[config.mk]
export PLATFORM = sky130hd
export DESIGN_NAME = alu_operand_sequencer
export DESIGN_NICKNAME = d
export VERILOG_FILES = /design/src/rtl/alu_pkg.sv /design/src/rtl/ALU_N_bits.sv /design/src/rtl/alu_operand_sequencer.sv
export SDC_FILE = /design/constraint.sdc
export NUM_CORES = 1
export LEC_CHECK = 0
export BUFFER_PORTS_ARGS = -buffer_cell sky130_fd_sc_hd__buf_2
export CAP_MARGIN = 20
export CELL_PAD_IN_SITES_DETAIL_PLACEMENT = 1
export CELL_PAD_IN_SITES_GLOBAL_PLACEMENT = 2
export CORE_MARGIN = 1.5
export CORE_UTILIZATION = 33
export CTS_CLUSTER_SIZE = 25
export DETAILED_ROUTE_END_ITERATION = 16
export HOLD_SLACK_MARGIN = 0.05
export PLACE_DENSITY_LB_ADDON = 0.1
export SLEW_MARGIN = 10
export SYNTH_ARGS = -nofsm -noshare
export SYNTH_HDL_FRONTEND = slang
export SYNTH_SLANG_ARGS = --single-unit
export TNS_END_PERCENT = 5
[constraint.sdc]
create_clock -name tclk -period 4.5 [get_ports tclk]
set_input_delay 0.675 -clock tclk [delete_from_list [all_inputs] [get_ports tclk]]
set_output_delay 0.675 -clock tclk [all_outputs]
set_load 0.1 [all_outputs]
[src/rtl/alu_pkg.sv]
// Shared definitions for the ALU wrapper family: op codes, flag bit positions
// and the operand-sequencer state encoding.
package alu_pkg;

  localparam logic [3:0] ALU_OP_ADD    = 4'd0;
  localparam logic [3:0] ALU_OP_SUB    = 4'd1;
  localparam logic [3:0] ALU_OP_AND    = 4'd2;
  localparam logic [3:0] ALU_OP_OR     = 4'd3;
  localparam logic [3:0] ALU_OP_XOR    = 4'd4;
  localparam logic [3:0] ALU_OP_NOT    = 4'd5;
  localparam logic [3:0] ALU_OP_SHL    = 4'd6;
  localparam logic [3:0] ALU_OP_SHR    = 4'd7;
  localparam logic [3:0] ALU_OP_INC    = 4'd8;
  localparam logic [3:0] ALU_OP_DEC    = 4'd9;
  localparam logic [3:0] ALU_OP_PASS_B = 4'd10;

  localparam int FLAG_V = 3;
  localparam int FLAG_C = 2;
  localparam int FLAG_N = 1;
  localparam int FLAG_Z = 0;

  typedef enum logic [1:0] {
    S_LOAD_A = 2'd0,
    S_LOAD_B = 2'd1,
    S_EXEC   = 2'd2,
    S_HOLD   = 2'd3
  } seq_state_t;

endpackage

[src/rtl/ALU_N_bits.sv]
// Combinational N-bit ALU. All arithmetic ops share one ripple-carry adder;
// SUB/DEC carry is the no-borrow carry out of A + ~B + 1 style addition.
module ALU_N_bits
  import alu_pkg::*;
#(
  parameter int N = 4
) (
  input  logic [N-1:0] a,
  input  logic [N-1:0] b,
  input  logic [3:0]   control,
  output logic [N-1:0] result,
  output logic [3:0]   flags
);

  logic [N-1:0] add_y;
  logic         add_cin;
  logic [N:0]   carry;
  logic [N-1:0] sum;
  logic         flag_c;
  logic         flag_v;

  always_comb begin
    add_y   = b;
    add_cin = 1'b0;
    case (control)
      ALU_OP_SUB: begin add_y = ~b;   add_cin = 1'b1; end
      ALU_OP_INC: begin add_y = '0;   add_cin = 1'b1; end
      ALU_OP_DEC: begin add_y = '1;   add_cin = 1'b0; end
      default:    begin add_y = b;    add_cin = 1'b0; end
    endcase
  end

  assign carry[0] = add_cin;

  generate
    for (genvar gi = 0; gi < N; gi++) begin : g_ripple
      assign sum[gi]     = a[gi] ^ add_y[gi] ^ carry[gi];
      assign carry[gi+1] = (a[gi] & add_y[gi]) | (a[gi] & carry[gi]) | (add_y[gi] & carry[gi]);
    end
  endgenerate

  always_comb begin
    result = a;
    flag_c = 1'b0;
    flag_v = 1'b0;
    case (control)
      ALU_OP_ADD, ALU_OP_SUB, ALU_OP_INC, ALU_OP_DEC: begin
        result = sum;
        flag_c = carry[N];
        flag_v = carry[N] ^ carry[N-1];
      end
      ALU_OP_AND:    result = a & b;
      ALU_OP_OR:     result = a | b;
      ALU_OP_XOR:    result = a ^ b;
      ALU_OP_NOT:    result = ~a;
      ALU_OP_SHL: begin
        result = {a[N-2:0], 1'b0};
        flag_c = a[N-1];
      end
      ALU_OP_SHR: begin
        result = {1'b0, a[N-1:1]};
        flag_c = a[0];
      end
      ALU_OP_PASS_B: result = b;
      default:       result = a;
    endcase
  end

  always_comb begin
    flags         = '0;
    flags[FLAG_V] = flag_v;
    flags[FLAG_C] = flag_c;
    flags[FLAG_N] = result[N-1];
    flags[FLAG_Z] = (result == '0);
  end

endmodule

[src/rtl/alu_operand_sequencer.sv]
// Handshaked operand sequencer around ALU_N_bits: loads A then B (with op code),
// registers result and flags, holds them until consumed; optional accumulator mode.
module alu_operand_sequencer
  import alu_pkg::*;
#(
  parameter int N     = 4,
  parameter int CNT_W = 8
) (
  input  logic             tclk,
  input  logic             reset,
  input  logic             clear,
  input  logic             acc_mode,
  input  logic [3:0]       control,
  input  logic [N-1:0]     in_data,
  input  logic             in_valid,
  output logic             in_ready,
  output logic [N-1:0]     out_data,
  output logic [3:0]       out_flags,
  output logic             out_valid,
  input  logic             out_ready,
  output logic [CNT_W-1:0] op_count
);

  seq_state_t   state_reg;
  logic [N-1:0] reg_a;
  logic [N-1:0] reg_b;
  logic [3:0]   reg_ctl;
  logic [N-1:0] alu_result;
  logic [3:0]   alu_flags;
  logic         in_hs;
  logic         out_hs;

  ALU_N_bits #(.N(N)) u_alu (
    .a       (reg_a),
    .b       (reg_b),
    .control (reg_ctl),
    .result  (alu_result),
    .flags   (alu_flags)
  );

  // Gated by reset so nothing upstream sees a ready during reset.
  assign in_ready = !reset && ((state_reg == S_LOAD_A) || (state_reg == S_LOAD_B));
  assign in_hs    = in_valid && in_ready;
  assign out_hs   = out_valid && out_ready;

  always_ff @(posedge tclk) begin
    if (reset) begin
      state_reg <= S_LOAD_A;
      reg_a     <= '0;
      reg_b     <= '0;
      reg_ctl   <= '0;
      out_data  <= '0;
      out_flags <= '0;
      out_valid <= 1'b0;
      op_count  <= '0;
    end else if (clear) begin
      // Soft clear drops any operation in flight but keeps the op counter.
      state_reg <= S_LOAD_A;
      reg_a     <= '0;
      reg_b     <= '0;
      reg_ctl   <= '0;
      out_data  <= '0;
      out_flags <= '0;
      out_valid <= 1'b0;
    end else begin
      case (state_reg)
        S_LOAD_A: begin
          if (in_hs) begin
            reg_a     <= in_data;
            state_reg <= S_LOAD_B;
          end
        end
        S_LOAD_B: begin
          if (in_hs) begin
            reg_b     <= in_data;
            reg_ctl   <= control;
            state_reg <= S_EXEC;
          end
        end
        S_EXEC: begin
          out_data  <= alu_result;
          out_flags <= alu_flags;
          out_valid <= 1'b1;
          state_reg <= S_HOLD;
        end
        S_HOLD: begin
          if (out_hs) begin
            op_count  <= op_count + CNT_W'(1);
            out_valid <= 1'b0;
            // Accumulator mode chains the held result straight into operand A.
            if (acc_mode) begin
              reg_a     <= out_data;
              state_reg <= S_LOAD_B;
            end else begin
              state_reg <= S_LOAD_A;
            end
          end
        end
        default: state_reg <= S_LOAD_A;
      endcase
    end
  end

endmodule

== Yosys cells after proc, flatten, opt, wreduce, memory -nomap -nowiden ==
Index checks and enable logic that the tools add are counted.

* Logic and storage cells: 95
* Bits in read-only memories: 0
* Bits of input ports: 14
* Register bits after elaboration: 31
* Memories kept: 0
* Output and inout port bits: 18
* Memory bits (writable): 0
* Latch bits: 0

* Reductions and logical operators: 18
* $lt $le $gt $ge: 0
* Divide/modulo/power cells: 0
* Shift operators: 0
* Equality and inequality tests: 17
* Multipliers: 0
* Add/subtract/negate cells: 1
* Mux-type cells: 16
* Bitwise logic cells: 35

{| class="wikitable"
|+ Operator list
! operator !! count
|-
| 4-bit one-hot mux with 8 select lines || 1
|-
| 4-bit by 3-bit == test with 1-bit output (second input constant) || 4
|-
| 1-bit bitwise AND || 12
|-
| 4-bit == test (second input constant) || 3
|-
| 4-bit two-way mux || 3
|-
| 4-bit one-hot mux with 3 select lines || 1
|-
| 1-bit XOR || 9
|-
| 8-bit by 1-bit adder with 8-bit output (second input constant) || 1
|-
| 4-bit by 2-bit == test with 1-bit output (second input constant) || 2
|-
| 4-bit zero test || 2
|-
| 2-bit inequality test (second input constant) || 4
|-
| 4-bit inverter || 2
|-
| 1-bit OR || 8
|-
| 2-bit one-hot mux with 4 select lines || 1
|-
| 4-bit one-hot mux with 2 select lines || 1
|-
| 2-bit two-way mux || 3
|-
| 3-bit AND reduction || 2
|-
| 4-bit bitwise AND || 1
|-
| 2-bit == test (second input constant) || 2
|-
| 4-bit by 1-bit == test with 1-bit output (second input constant) || 1
|-
| 1-bit two-way mux || 4
|-
| 4-bit OR || 1
|-
| 2-bit AND reduction || 2
|-
| 4-bit AND reduction || 1
|-
| 12 further kinds || 16
|}

== Depth between registers and ports, before layout ==
Gate-level depths: netlist of the first run.

* Depth after elaboration: 17
* Depth in mapped cells: 14

== Hierarchy ==
A second synthesis of the first run with hierarchy kept.

* Cells, all modules: 251
* Area, all modules: 2148.3 um^2

{| class="wikitable"
|+ Modules (own cells, without submodules)
! module !! seq. area each (um^2) !! area an instance (um^2) !! cells each !! times used
|-
| alu_operand_sequencer || 620.6 || 1376.3 || 149 || 1
|-
| ALU_N_bits || 0.0 || 772.0 || 102 || 1
|}

== Least setup slack after synthesis of the first run ==
OpenSTA, ideal clock, no wires.

* Path type: register -> register
* Start: register reg_ctl[0]
* End: register out_flags[0]
* Stages on the path, launching flop included: 14
* Slack: 0.524 ns
* Required time: 4.429 ns
* Arrival: 3.905 ns
* Buffers on the path: 2
* Clock period less this slack: 3.976 ns
* Cell sequence: dfxtp_1 buf_6 clkbuf_1 o21ai_0 a22o_1 fa_1 fa_1 fa_1 fa_1 a22o_1 o21ai_0 a21oi_1 or4_1 a21oi_1

* Word-level cells in the longest chain between the ends: 15

{| class="wikitable"
|+ Ends and longest elaborated chain
! element !! RTL line !! text
|-
| start: declaration || alu_operand_sequencer.sv:27 || <nowiki>logic [3:0] reg_ctl;</nowiki>
|-
| start signal: assignment || alu_operand_sequencer.sv:76 || <nowiki>reg_ctl <= control;</nowiki>
|-
| 4-bit by 1-bit == test with 1-bit output or 4-bit == test (tied branches) || ALU_N_bits.sv:25, ALU_N_bits.sv:46 ||
|-
| 2-bit OR reduction (no line) || -- ||
|-
| 1-bit two-way mux || ALU_N_bits.sv:25 || <nowiki>case (control)</nowiki>
|-
| 1-bit bitwise AND || ALU_N_bits.sv:38 || <nowiki>assign carry[gi+1] = (a[gi] & add_y[gi]) | (a[gi] & carry[gi]) | (add_y[gi] & carry[gi]);</nowiki>
|-
| 1-bit OR (2 in series) || ALU_N_bits.sv:38 ||
|-
| 1-bit bitwise AND || ALU_N_bits.sv:38 ||
|-
| 1-bit OR (2 in series) || ALU_N_bits.sv:38 ||
|-
| 1-bit bitwise AND || ALU_N_bits.sv:38 ||
|-
| 1-bit OR (2 in series) || ALU_N_bits.sv:38 ||
|-
| 1-bit XOR || ALU_N_bits.sv:37 || <nowiki>assign sum[gi] = a[gi] ^ add_y[gi] ^ carry[gi];</nowiki>
|-
| 4-bit one-hot mux with 8 select lines * || ALU_N_bits.sv:46 || <nowiki>case (control)</nowiki>
|-
| 4-bit zero test * || ALU_N_bits.sv:74 || <nowiki>flags[FLAG_Z] = (result == '0);</nowiki>
|-
| end signal: assignment || alu_operand_sequencer.sv:82 || <nowiki>out_flags <= alu_flags;</nowiki>
|-
| end: declaration || alu_operand_sequencer.sv:18 || <nowiki>output logic [3:0] out_flags,</nowiki>
|}

Every way passes the cells marked *; elsewhere a longest branch is shown, timed or not.
A chain may end at the register's enable or synchronous reset.

== Worst setup path in the final report of the first run ==
* Start: register reg_ctl[1]
* End: register out_flags[0]

Same word-level chain as after synthesis.

==> results of run 1 <==
## kinds of logic after synthesis
group | after synthesis | synth area share (%)
simple gates | 93 | 22.51
compound gates | 61 | 20.24
xor+xnor | 9 | 3.972
fa+ha+maj | 17 | 12.23
mux | 8 | 4.287
flops | 30 | 30.27
buf+inv | 27 | 6.494
## synth_stat cells, drive strengths merged (3+ instances only)
master and n:
nor2 26, nand2 25, mux2i 7, dfxtp 30
xor2 6, a211oi 11, o21ai 14, a21oi 16
xnor2 3, a22o 5, ha 13, fa 4
nor2b 8, buf 8, nor3 4, clkbuf 7
nand3 13, inv 12, a31oi 3, nand2b 4
nor3b 4
## tightest hold or removal path, cell delays in order, from the launching register on
cell and delay, ns:
dfxtp_1 0.31, nand2_1 0.06, a21oi_1 0.05
## stage by stage
stage | cells | power [mW] | hold WS, ns | instance area [sq um]
CTS | 350 | 0.5308 | 0.4652 | 2281
floorplan | 245 | 0.3097 | 0.4871 | 1984
global placement | 343 | 0.3279 | 0.4546 | 2202
finish | 350 | 0.5205 | 0.4663 | 2281
detailed placement | 343 | 0.3278 | 0.4550 | 2202
global route | 350 | 0.5501 | 0.4958 | 2281
## routing by layer
layer | global-route usage [%] | vias up | share of wire, % | wire [microns]
met4 | 7.069 | 0 | 2.6 | 141
met1 | 24.81 | 858 | 50 | 2692
met2 | 27.90 | 37 | 44 | 2394
met5 | 0 | - | 0 | 0
li1 | - | 919 | - | -
met3 | 3.409 | 15 | 3.2 | 173
## how the worst max path moves through the flow
stage	start	to	slack [ns]
after floorplan	reg_ctl[0]	out_flags[0]	0.52
after global placement	reg_ctl[1]	out_flags[0]	0.73
after detailed placement	reg_ctl[1]	out_flags[0]	0.67
after CTS	reg_ctl[1]	out_flags[0]	0.67
after global routing	reg_ctl[1]	out_flags[0]	0.41
final	reg_ctl[1]	out_flags[0]	0.68
## where the power goes
part | leakage (nW) | internal [mW] | switching (mW) | total, mW
sequential | 0.242 | 0.268 | 0.00411 | 0.272
combinational | 0.617 | 0.0177 | 0.0316 | 0.0493
clock | 0.0438 | 0.103 | 0.0956 | 0.199
total | 0.902 | 0.389 | 0.131 | 0.520
## area by class of cell
type / instances / area share [%]
Clock buffer: 5 / 3.017
Clock inverter: 2 / 0.4388
Inverter: 12 / 1.975
Multi-Input combinational cell: 188 / 55.02
Sequential cell: 30 / 26.33
Tap cell: 75 / 4.114
Timing Repair Buffer: 38 / 9.106
==> results.cfg, run 1 <==
[synth]
syn-num-nets = 276
avgSynthCellArea_sq_um = 8.100
netlist_area_sq_um = 1984
synth-edff-count = 0
synthDominantCellAreaShare_pct = 30.26
synth_seq_cells = 30
yosys_warnings = 0
ys_async_sr_fraction_pct = 0
synth_flop_cell = dfxtp_1
synth.distinct_cells = 43
yosysSeqAreaShare_pct = 30.26
synth_cells = 245
yosys.area.top_type = dfxtp_1
synthTopCellsByArea = dfxtp_1 30%, ha_1 8.2%, nor2_1 4.9%

[layout]
largest_register_ffs = 8
largest_register = op_count
final_nets = 306
area_growth_pct = 14.94
nFillCells = 734
layout-drive-gt1-share_pct = 18.18
finish.utilization_pct = 38.99
regArea_sq_um = 600.6
multi_input_comb_area_sq_um = 1255
antenna_cells = 0
mostFrequentLayoutCell = buf_2
most-common-layout-cells = 31 x buf_2, 30 x dfxtp_1, 26 x nor2_1, 25 x nand2_1, 16 x a21oi_1

[floorplanning]
coreArea_sq_um = 5851
die_h_microns = 80.55
pin_count = 32
die_x_microns = 80.55
num_rows = 28
die-area_sq_um = 6488
start_util_pct = 33.92

[timing]
drv_slew = 0
tns_ns = 0
fmax_mhz = 261.7
hold_viol = 0
setup_viol = 0
min_period_ns = 3.822
rsz0062_at_grt = false
period_share_pct = 84.93
worstMarginPinSlew_ns = 0.5176
relSlewSlack_pct = 65.49
skew_ns = 0.003021
setup_ws_ns = 0.6782

[clocking]
cts_hold_buf = 0
clock_path_buffers = 2
cts-buffers-inserted = 5
h-tree-depth = 2
post-cts-setup-buffers = 0
cts-resized-gates = 0
cts.clk_slew.worst_paths_ns = 0.06
root_buffer = clkbuf_8
cts_tree = built
cts.sinks = 30
insertion_delay_ns = 0.27

[hold_path]
min_to = out_flags[3]
worstHoldStart = out_flags[3]
hold_class = reg2reg
hold_depth = 2

[worst_setup_path]
worstSetupPathType = reg2reg
path_buf_inv = 0
critPathCaptureType = register
cp_num_cells = 12
r2r_start = reg_ctl[1]
crit_fanout = 4
reg2reg_depth = 12
cp-start-kind = register
cp_slowest_cell = or4_1
path_delay_family = adder cells
reg2reg_slack_ns = 0.68
r2r_end = out_flags[0]
cpPeakStageDelay_ns = 0.53
arrival_ns = 4.03
cpMostUsedCell = fa_1
crit_required_ns = 4.71
path_cells = nor2_1, o21ai_0, a22o_1, fa_1, fa_1, fa_1, fa_1, a22o_1, o21ai_0, a21oi_1, or4_1, a21oi_1

[route]
vias = 1829
drtIter0Drc = 75
first_pass_iters = 4
wl_microns = 5401
route.detailed.drc = 0
via_per_inst = 5.226
routedWlPerCell_microns = 15.43
antenna_left = 0

[power_and_ir_drop]
powerDensity_nw_per_um2 = 228.2
ir_drop_mv = 0.1502
p_leak_nw = 0.9024

[grt]
grt_pass1_vias = 1791
grt_overflow = 0
grt_max_degree = 23
grt_pass1_wl_microns = 9087
grt_usage_pct = 18.13
grt_antenna_before_repair = 0

[placed_design]
place_ws_ns = 0.6739
place.gp.congestion = 0.8267
io_buffers = 31
dpl.hpwl_microns = 4128

[job]
cap_violations = 0

[run_status]
status = complete, no violations
Note: power is estimated with default switching activity, not from simulation.
==> run 2, diff against run 1 <==
==> constraint.sdc (replaced) <==
create_clock -name tclk -period 3.6 [get_ports tclk]
set_input_delay 0.54 -clock tclk [delete_from_list [all_inputs] [get_ports tclk]]
set_output_delay 0.54 -clock tclk [all_outputs]
set_load 0.1 [all_outputs]
==> run 2 against run 1 <==
Compared with the run above:
- non-clock buffer count increased by 5
- first-iteration DRC count decreased by 43%
- final area increased by 5.9%
- critical endpoint unchanged
- cell count increased by 1.7%
- largest cell class unchanged
- wire length increased by 1.8%
- via count increased by 1.1%
- largest power group is now clock
- clock power increased by 120%
- critical path depth unchanged
==> results.cfg, run 2 (synthesis results as in run 1) <==
[grt]
grt_pass1_vias = 1852
grt_pass1_wl_microns = 9011
grt_antenna_before_repair = 0
grt_max_degree = 23
grt_overflow = 0
grt_usage_pct = 18.23

[worst_setup_path]
crit_required_ns = 3.82
cp-start-kind = register
path_buf_inv = 0
path_delay_family = adder cells
critPathCaptureType = register
cpMostUsedCell = fa_2
reg2reg_slack_ns = 0.23
path_cells = or2_4, o21ai_0, a22o_1, fa_2, fa_2, fa_2, fa_1, a22o_1, o21ai_1, a21oi_1, or4_1, a21oi_2
r2r_end = out_flags[0]
cp_slowest_cell = fa_1
worstSetupPathType = reg2reg
crit_fanout = 5
arrival_ns = 3.59
cpPeakStageDelay_ns = 0.45
r2r_start = reg_ctl[2]
reg2reg_depth = 12

[route]
drtIter0Drc = 43
route.detailed.drc = 0
wl_microns = 5499
via_per_inst = 5.194
vias = 1849
antenna_left = 0
first_pass_iters = 4
routedWlPerCell_microns = 15.45

[power_and_ir_drop]
p_leak_nw = 0.9536
ir_drop_mv = 0.2039
clockPowerShare_pct = 51.6
power_frac_comb_pct = 7.6
p_int_mw = 0.6517
power.switching_fraction_pct = 21.40
p_sw_mw = 0.1774
seqPwrFrac_pct = 40.8
powerDensity_nw_per_um2 = 343.3

[timing]
hold_viol = 0
skew_ns = 0.006500
tns_ns = 0
drv_slew = 0
setup_ws_ns = 0.2264
period_share_pct = 93.71
min_period_ns = 3.374
worstMarginPinSlew_ns = 0.4855
setup_viol = 0
relSlewSlack_pct = 67.63
fmax_mhz = 296.4
rsz0062_at_grt = false

[layout]
antenna_cells = 0
largest_register = op_count
finish.utilization_pct = 41.27
nFillCells = 738
area_growth_pct = 21.69
mostFrequentLayoutCell = buf_2
regArea_sq_um = 611.8
largest_register_ffs = 8
final_nets = 311
most-common-layout-cells = 31 x buf_2, 25 x nand2_1, 25 x nor2_1, 25 x dfxtp_1, 15 x a21oi_1
multi_input_comb_area_sq_um = 1276
layout-drive-gt1-share_pct = 23.49

[placed_design]
place.gp.congestion = 0.8298
io_buffers = 31
place_ws_ns = 0.05527
dpl.hpwl_microns = 4329

[hold_path]
worstHoldStart = out_flags[3]
hold_class = reg2reg
min_to = out_flags[3]
hold_depth = 2

[run_status]
status = complete, no violations

[clocking]
cts-buffers-inserted = 5
cts_tree = built
root_buffer = clkbuf_8
clock_path_buffers = 2
cts_hold_buf = 0
h-tree-depth = 2
insertion_delay_ns = 0.28
cts.sinks = 30
cts.clk_slew.worst_paths_ns = 0.07

[job]
cap_violations = 0

[floorplanning]
pin_count = 32
die_h_microns = 80.55
num_rows = 28
die-area_sq_um = 6488
die_x_microns = 80.55
start_util_pct = 33.92
coreArea_sq_um = 5851
-- run 2: per-layer routing --
layer,track usage (%),up-vias,wire length (microns)
met5,0,-,0
met4,6.379,0,78
met3,3.523,7,134
met2,30.34,25,2609
met1,23.31,892,2677
li1,-,925,-
-- run 2: power by group through the flow --
stage | clock network [mW] | logic [mW] | registers, mW
2_1_floorplan | 0 | 0.0403 | 0.347
3_3_place_gp | 0 | 0.0639 | 0.347
3_5_place_dp | 0 | 0.0639 | 0.347
4_1_cts | 0.439 | 0.0643 | 0.339
5_1_grt | 0.452 | 0.0706 | 0.338
6_report | 0.428 | 0.0633 | 0.338
-- run 2: how the worst max path moves through the flow --
stage                     slack (ns)            to  cells after the start  startpoint
after floorplan                 0.02  out_flags[0]                     14  reg_ctl[2]
after global placement          0.11  out_flags[0]                     12  reg_ctl[2]
after detailed placement        0.06  out_flags[0]                     11  reg_ctl[0]
after CTS                      0.005  out_flags[0]                     11  reg_ctl[3]
after global routing            0.02  out_flags[0]                     12  reg_ctl[2]
final                           0.23  out_flags[0]                     12  reg_ctl[2]
-- run 2: repair_timing --
| item | in CTS | in global routing |
|---|---|---|
| gates resized for setup | 2 | 4 |
| buffers inserted | 0 | 1 |
| endpoints found under the hold margin | 0 | 0 |
| pin swaps | 0 | 3 |
| endpoints found under the setup margin | 1 | 1 |
-- run 2: metrics by stage --
stage	hold WS [ns]	cells	cell area (sq um)	power, mW
floorplan	0.4871	245	2026	0.3878
global placement	0.4583	347	2252	0.4110
detailed placement	0.4609	347	2252	0.4111
CTS	0.4721	355	2399	0.8424
global route	0.4917	356	2415	0.8608
finish	0.4707	356	2415	0.8291
-- run 2: layout make-up --
class	instances	area share [%]
Clock buffer	6	3.420
Clock inverter	2	2.487
Inverter	12	1.865
Multi-Input combinational cell	188	52.85
Sequential cell	30	25.34
Tap cell	75	3.886
Timing Repair Buffer	43	10.16
-- run 2: tightest hold or removal path: stages, from the launching register on --
cell and delay [ns]:
dfxtp_1 0.31, nand2_1 0.06, a21oi_1 0.05
